**config.mk**
```make
export PLATFORM = sky130hd
export DESIGN_NAME = instr_loader_flat
export DESIGN_NICKNAME = d
export VERILOG_FILES = /design/src/rtl/instr_loader_if.sv /design/src/rtl/instr_loader.sv /design/src/flat_wrapper.sv
export SDC_FILE = /design/constraint.sdc
export NUM_CORES = 1
export LEC_CHECK = 0
export ABC_AREA = 1
export BUFFER_PORTS_ARGS = -buffer_cell sky130_fd_sc_hd__buf_4
export CAP_MARGIN = 15
export CORE_MARGIN = 1
export CORE_UTILIZATION = 43
export CTS_BUF_LIST = sky130_fd_sc_hd__clkbuf_4 sky130_fd_sc_hd__clkbuf_8 sky130_fd_sc_hd__clkbuf_16
export DETAILED_ROUTE_END_ITERATION = 6
export PLACE_DENSITY = 0.75
export SLEW_MARGIN = 20
export SYNTH_ARGS = -nofsm -noshare
export SYNTH_HDL_FRONTEND = slang
export SYNTH_SLANG_ARGS = --single-unit
```
**constraint.sdc**
```tcl
create_clock -name sys_clock -period 1.3 [get_ports sys_clock]
set_input_delay 0.39 -clock sys_clock [delete_from_list [all_inputs] [get_ports sys_clock]]
set_output_delay 0.39 -clock sys_clock [all_outputs]
set_load 0.02 [all_outputs]
```
**src/rtl/instr_loader_if.sv**
```systemverilog
// Bus bundle for instr_loader: source word stream in, instruction-memory writes out.
// The loader takes the master modport because it masters the memory write.
interface instr_loader_if #(
  parameter int INSTR_W      = 32,
  parameter int INSTR_ADDR_W = 10
);
  logic                    in_valid;
  logic [INSTR_W-1:0]      in_data;
  logic                    in_ready;
  logic                    mem_wr_en;
  logic [INSTR_ADDR_W-1:0] mem_wr_addr;
  logic [INSTR_W-1:0]      mem_wr_data;
  logic                    mem_wr_ack;

  modport master (
    input  in_valid, in_data, mem_wr_ack,
    output in_ready, mem_wr_en, mem_wr_addr, mem_wr_data
  );

  modport slave (
    output in_valid, in_data, mem_wr_ack,
    input  in_ready, mem_wr_en, mem_wr_addr, mem_wr_data
  );
endinterface

```
**src/rtl/instr_loader.sv**
```systemverilog
// Streams an instruction image into instruction memory while holding the CPU in reset.
// Define LOADER_CHECKSUM_EN to require a trailing checksum word and report mismatches on err.
module instr_loader #(
  parameter int INSTR_W      = 32,
  parameter int INSTR_ADDR_W = 10,
  parameter int NUM_INSTRS   = 1024
) (
  input  logic           sys_clock,
  input  logic           reset_n,
  input  logic           start,
  input  logic           abort,
  instr_loader_if.master bus,
  output logic           cpu_reset_n,
  output logic           busy,
  output logic           done,
  output logic           err
);
  localparam logic [INSTR_ADDR_W-1:0] LAST_ADDR = INSTR_ADDR_W'(NUM_INSTRS - 1);

  typedef enum logic [2:0] {IDLE, ACCEPT, WRITE, CHECK, DONE} state_t;

  state_t                  state;
  state_t                  next_state;
  logic [INSTR_ADDR_W-1:0] addr;
  logic [INSTR_W-1:0]      wr_data;
  logic                    abort_pending;
  logic                    in_ready;
  logic                    wr_en;

  always_ff @(posedge sys_clock or negedge reset_n) begin
    if (!reset_n) state <= IDLE;
    else          state <= next_state;
  end

  // Abort during a write is remembered so the outstanding write still completes.
  always_comb begin
    next_state = state;
    in_ready   = 1'b0;
    wr_en      = 1'b0;
    busy       = 1'b1;
    done       = 1'b0;
    case (state)
      IDLE, DONE: begin
        busy = 1'b0;
        done = (state == DONE);
        if (abort)      next_state = IDLE;
        else if (start) next_state = ACCEPT;
      end
      ACCEPT: begin
        in_ready = 1'b1;
        if (abort)             next_state = IDLE;
        else if (bus.in_valid) next_state = WRITE;
      end
      WRITE: begin
        wr_en = 1'b1;
        if (bus.mem_wr_ack) begin
          if (abort || abort_pending) next_state = IDLE;
`ifdef LOADER_CHECKSUM_EN
          else if (addr == LAST_ADDR) next_state = CHECK;
`else
          else if (addr == LAST_ADDR) next_state = DONE;
`endif
          else                        next_state = ACCEPT;
        end
      end
      CHECK: begin
`ifdef LOADER_CHECKSUM_EN
        in_ready = 1'b1;
        if (abort)             next_state = IDLE;
        else if (bus.in_valid) next_state = DONE;
`else
        next_state = IDLE;
`endif
      end
      default: next_state = IDLE;
    endcase
  end

  always_ff @(posedge sys_clock or negedge reset_n) begin
    if (!reset_n) begin
      addr          <= '0;
      wr_data       <= '0;
      abort_pending <= 1'b0;
    end else begin
      case (state)
        IDLE, DONE: begin
          if (start && !abort) addr <= '0;
        end
        ACCEPT: begin
          if (bus.in_valid && !abort) wr_data <= bus.in_data;
        end
        WRITE: begin
          if (bus.mem_wr_ack) begin
            abort_pending <= 1'b0;
            if (!(abort || abort_pending) && addr != LAST_ADDR) addr <= addr + 1'b1;
          end else if (abort) begin
            abort_pending <= 1'b1;
          end
        end
        default: ;
      endcase
    end
  end

`ifdef LOADER_CHECKSUM_EN
  logic [INSTR_W-1:0] checksum;
  logic               err_q;

  always_ff @(posedge sys_clock or negedge reset_n) begin
    if (!reset_n) begin
      checksum <= '0;
      err_q    <= 1'b0;
    end else begin
      case (state)
        IDLE, DONE: begin
          if (start && !abort) begin
            checksum <= '0;
            err_q    <= 1'b0;
          end
        end
        ACCEPT: begin
          if (bus.in_valid && !abort) checksum <= checksum + bus.in_data;
        end
        CHECK: begin
          if (bus.in_valid && !abort) err_q <= (bus.in_data != checksum);
        end
        default: ;
      endcase
    end
  end

  assign err = err_q;
`else
  assign err = 1'b0;
`endif

  assign bus.in_ready    = in_ready;
  assign bus.mem_wr_en   = wr_en;
  assign bus.mem_wr_addr = addr;
  assign bus.mem_wr_data = wr_data;
  assign cpu_reset_n     = ~busy;
endmodule

```
**src/flat_wrapper.sv**
```systemverilog
// flat-port wrapper written by rule: the top's interface ports become plain ports
module instr_loader_flat 
#(
  parameter int INSTR_W      = 32,
  parameter int INSTR_ADDR_W = 10,
  parameter int NUM_INSTRS   = 1024
)
  (sys_clock, reset_n, start, abort, cpu_reset_n, busy, done, err, bus_in_valid, bus_in_data, bus_mem_wr_ack, bus_in_ready, bus_mem_wr_en, bus_mem_wr_addr, bus_mem_wr_data);
  instr_loader_if #(.INSTR_W(INSTR_W), .INSTR_ADDR_W(INSTR_ADDR_W)) bus_i ();
  input  logic sys_clock;
  input  logic reset_n;
  input  logic start;
  input  logic abort;
  output logic cpu_reset_n;
  output logic busy;
  output logic done;
  output logic err;
  input wire logic [$bits(bus_i.in_valid)-1:0] bus_in_valid;
  input wire logic [$bits(bus_i.in_data)-1:0] bus_in_data;
  input wire logic [$bits(bus_i.mem_wr_ack)-1:0] bus_mem_wr_ack;
  output wire logic [$bits(bus_i.in_ready)-1:0] bus_in_ready;
  output wire logic [$bits(bus_i.mem_wr_en)-1:0] bus_mem_wr_en;
  output wire logic [$bits(bus_i.mem_wr_addr)-1:0] bus_mem_wr_addr;
  output wire logic [$bits(bus_i.mem_wr_data)-1:0] bus_mem_wr_data;
  assign bus_i.in_valid = bus_in_valid;
  assign bus_i.in_data = bus_in_data;
  assign bus_i.mem_wr_ack = bus_mem_wr_ack;
  assign bus_in_ready = bus_i.in_ready;
  assign bus_mem_wr_en = bus_i.mem_wr_en;
  assign bus_mem_wr_addr = bus_i.mem_wr_addr;
  assign bus_mem_wr_data = bus_i.mem_wr_data;
  instr_loader #(.INSTR_W(INSTR_W), .INSTR_ADDR_W(INSTR_ADDR_W), .NUM_INSTRS(NUM_INSTRS)) u_core (.sys_clock(sys_clock), .reset_n(reset_n), .start(start), .abort(abort), .bus(bus_i), .cpu_reset_n(cpu_reset_n), .busy(busy), .done(done), .err(err));
endmodule
```
==> flow_summary.yaml <==
power_and_ir_drop:
  power_density_nw_per_um2: 1790
  p_leak_nw: 2.03
  ir_drop_uv: 1290
  p_total_mw: 6.85
timing:
  setup_tns_ns: -10.40
  slew_viol_final: 0
  fmax_mhz: 628
  hold_ws_ns: 0.313
  skew_ns: 0.0146
  grt_setup_unrepaired: "yes"
  min_period_ns: 1.59
  timing.final.ws_setup_ns: -0.293
  setup_viol: 58
  finalCritPeriodShare_pct: 123
  hold_viol: 0
cts:
  clock_latency_ns: 0.31
  clk_root_buffer_cell: "clkbuf_8"
  clk_pin_slew_worst_paths_ns: 0.11
  cts_tree: "built"
  cts_inserted_buffers: 5
  cts_buffer_depth: 2
  htree_levels: 2
  clock-sinks: 46
logic_synthesis:
  synthDistinctLibCells: 28
  yosysWarnings: 0
  async_flop_share_pct: 100
  synth_edf_count: 0
  yosysMostFrequentCell: "nand2_1"
  synth_area_um2: 2130
  syn_inst: 265
  yosys_register_bits: 46
  synthesis.nets: 304
  syn_area_per_cell_um2: 8.03
  synth_top_flop_cell: "dfrtp_1"
  seq_area_frac_synth_pct: 54.1
  synth_top_area_share_pct: 54.1
  synth_top_cells_by_count: "83 x nand2_1, 46 x dfrtp_1, 41 x inv_1"
  synth.largest_area_cell: "dfrtp_1"
  synth_area_leaders: "dfrtp_1 54%, nand2_1 15%, o21ai_1 7.8%, inv_1 7.2%, nor2_1 2.8%"
critical_path:
  reg2reg_slack_ns: -0.25
  rr_worst_depth: 11
  worstPathMaxFanout: 3
  required_ns: 0.91
  arrival_ns: 1.20
  endpoint_kind: "output pin"
  setup.worst_path.class: "flop to output pin"
  cp-start-kind: "flop"
place:
  dp.cells: 433
  io_buffers: 84
  placed_area_um2: 3050
  gp_congestion: 0.829
  pre_cts_ws_ns: -0.0747
  hpwl_um: 3690
worst_hold_path:
  hold_class: "input pin to flop"
  hold_depth: 3
detailed_routing:
  detail-route-antenna-nets: 0
  vias: 2312
  drc_errors: 0
  avgViaCountPerCell: 4.93
  post_drt_wl_per_cell_um: 15.7
  drtIter0Drc: 121
  routed_wl_um: 7380
  first_pass_iters: 4
finish:
  final_net_count: 440
  drive_above_1_share_pct: 53.7
  fin_cells: 469
  antenna_cells: 0
  syn_to_final_growth_pct: 79.8
  final_util_pct: 80.5
  stdcell_area_um2: 3830
floorplan:
  initial_core_util_pct: 44.8
  die_area_um2: 5230
  core_area_um2: 4750
  die_y_um: 72.4
  ios: 86
  die_w_um: 72.4
  rows: 25
status:
  violations: "negative setup slack"
  status: "complete, but fails checks"
grt:
  overflow: 0
  grt_use_total_pct: 25.0
  grt_max_degree: 30
  grt_pass1_vias: 2164
  antenna_found_initial: 0
  grt_pass1_wl_um: 9990
job:
  maxCapViolCount: 0
[critical path, cell delays in order (launching register included)]
cell	delay (ns)
dfrtp_1	0.42
inv_2	0.11
nand3_4	0.08
buf_6	0.13
inv_6	0.06
buf_6	0.11
[placed cells by master, fill, tap and decap left out, drive strengths merged, types with 2 or more instances in the layout]
cell        n
a21oi       3
buf       135
clkbuf      7
clkinvlp    2
dfrtp      46
inv        45
nand2      89
nand3       9
nor2       19
nor3        2
nor3b       2
o21ai      33
[flip-flops by register name (all words and copies together) (netlist names)]
signal                  flops
u_core.abort_pending        1
u_core.bus.mem_wr_addr     10
u_core.bus.mem_wr_data     32
u_core.state                3
[routing by layer]
metal	vias up	track usage, %	part of all wire [%]
li1	1078	-	-
met1	1109	31.0	36
met2	104	43.5	56
met3	21	4.31	5.5
met4	0	9.59	2.7
met5	-	0	0
[what timing repair did]
| action | 4_1_cts | 5_1_grt |
|---|---|---|
| cloned | 5 | 2 |
| buffers inserted | 14 | 8 |
| resized for setup | 33 | 72 |
| hold endpoints to repair | 17 | 0 |
| pin swaps | 1 | 1 |
| setup endpoints to repair | 32 | 59 |
| hold buffers | 1 | 0 |
[cells by family (layout without fill, tap and decap cells)]
| family | count (synthesis) | in the layout | share of synthesized area, % |
|---|---|---|---|
| flip-flops | 46 | 46 | 54.1 |
| XOR/XNOR | 2 | 2 | 0.823 |
| buffers and inverters | 55 | 191 | 10.6 |
| adder cells (fa/ha/maj) | 1 | 1 | 0.588 |
| other | 1 | 1 | 0.176 |
| AO/OA/AOI/OAI | 37 | 37 | 9.00 |
| AND/OR/NAND/NOR | 123 | 124 | 24.8 |
[worst paths after layout]
| kind | startpoint | end |
|---|---|---|
| worst max-delay path | u_core.state[0] | bus_mem_wr_en |
| worst min-delay path | bus_in_data[5] | u_core.bus.mem_wr_data[5] |
| worst max register to register | u_core.state[0] | u_core.bus.mem_wr_addr[7] |
| worst min register to register | u_core.bus.mem_wr_data[4] | u_core.bus.mem_wr_data[4] |
| max in group asynchronous | reset_n | u_core.abort_pending |
| min in group asynchronous | reset_n | u_core.bus.mem_wr_addr[2] |
[power by group]
group	leakage (nW)	internal, mW	switching, mW
Sequential	0.585	1.96	0.441
Combinational	1.40	1.69	1.84
Clock	0.0408	0.386	0.538
Total	2.03	4.03	2.82
[cell type report]
class                   instances  area, um2
flip-flops and latches         46       1160
multi-input cells             165        983
clock inverters                 3       23.8
inverters                      45        176
clock buffers                   5       68.8
well taps                      67       83.8
repair buffers                138       1330
fillers                       303        927
No activity file was read; power rests on OpenSTA's default activity.
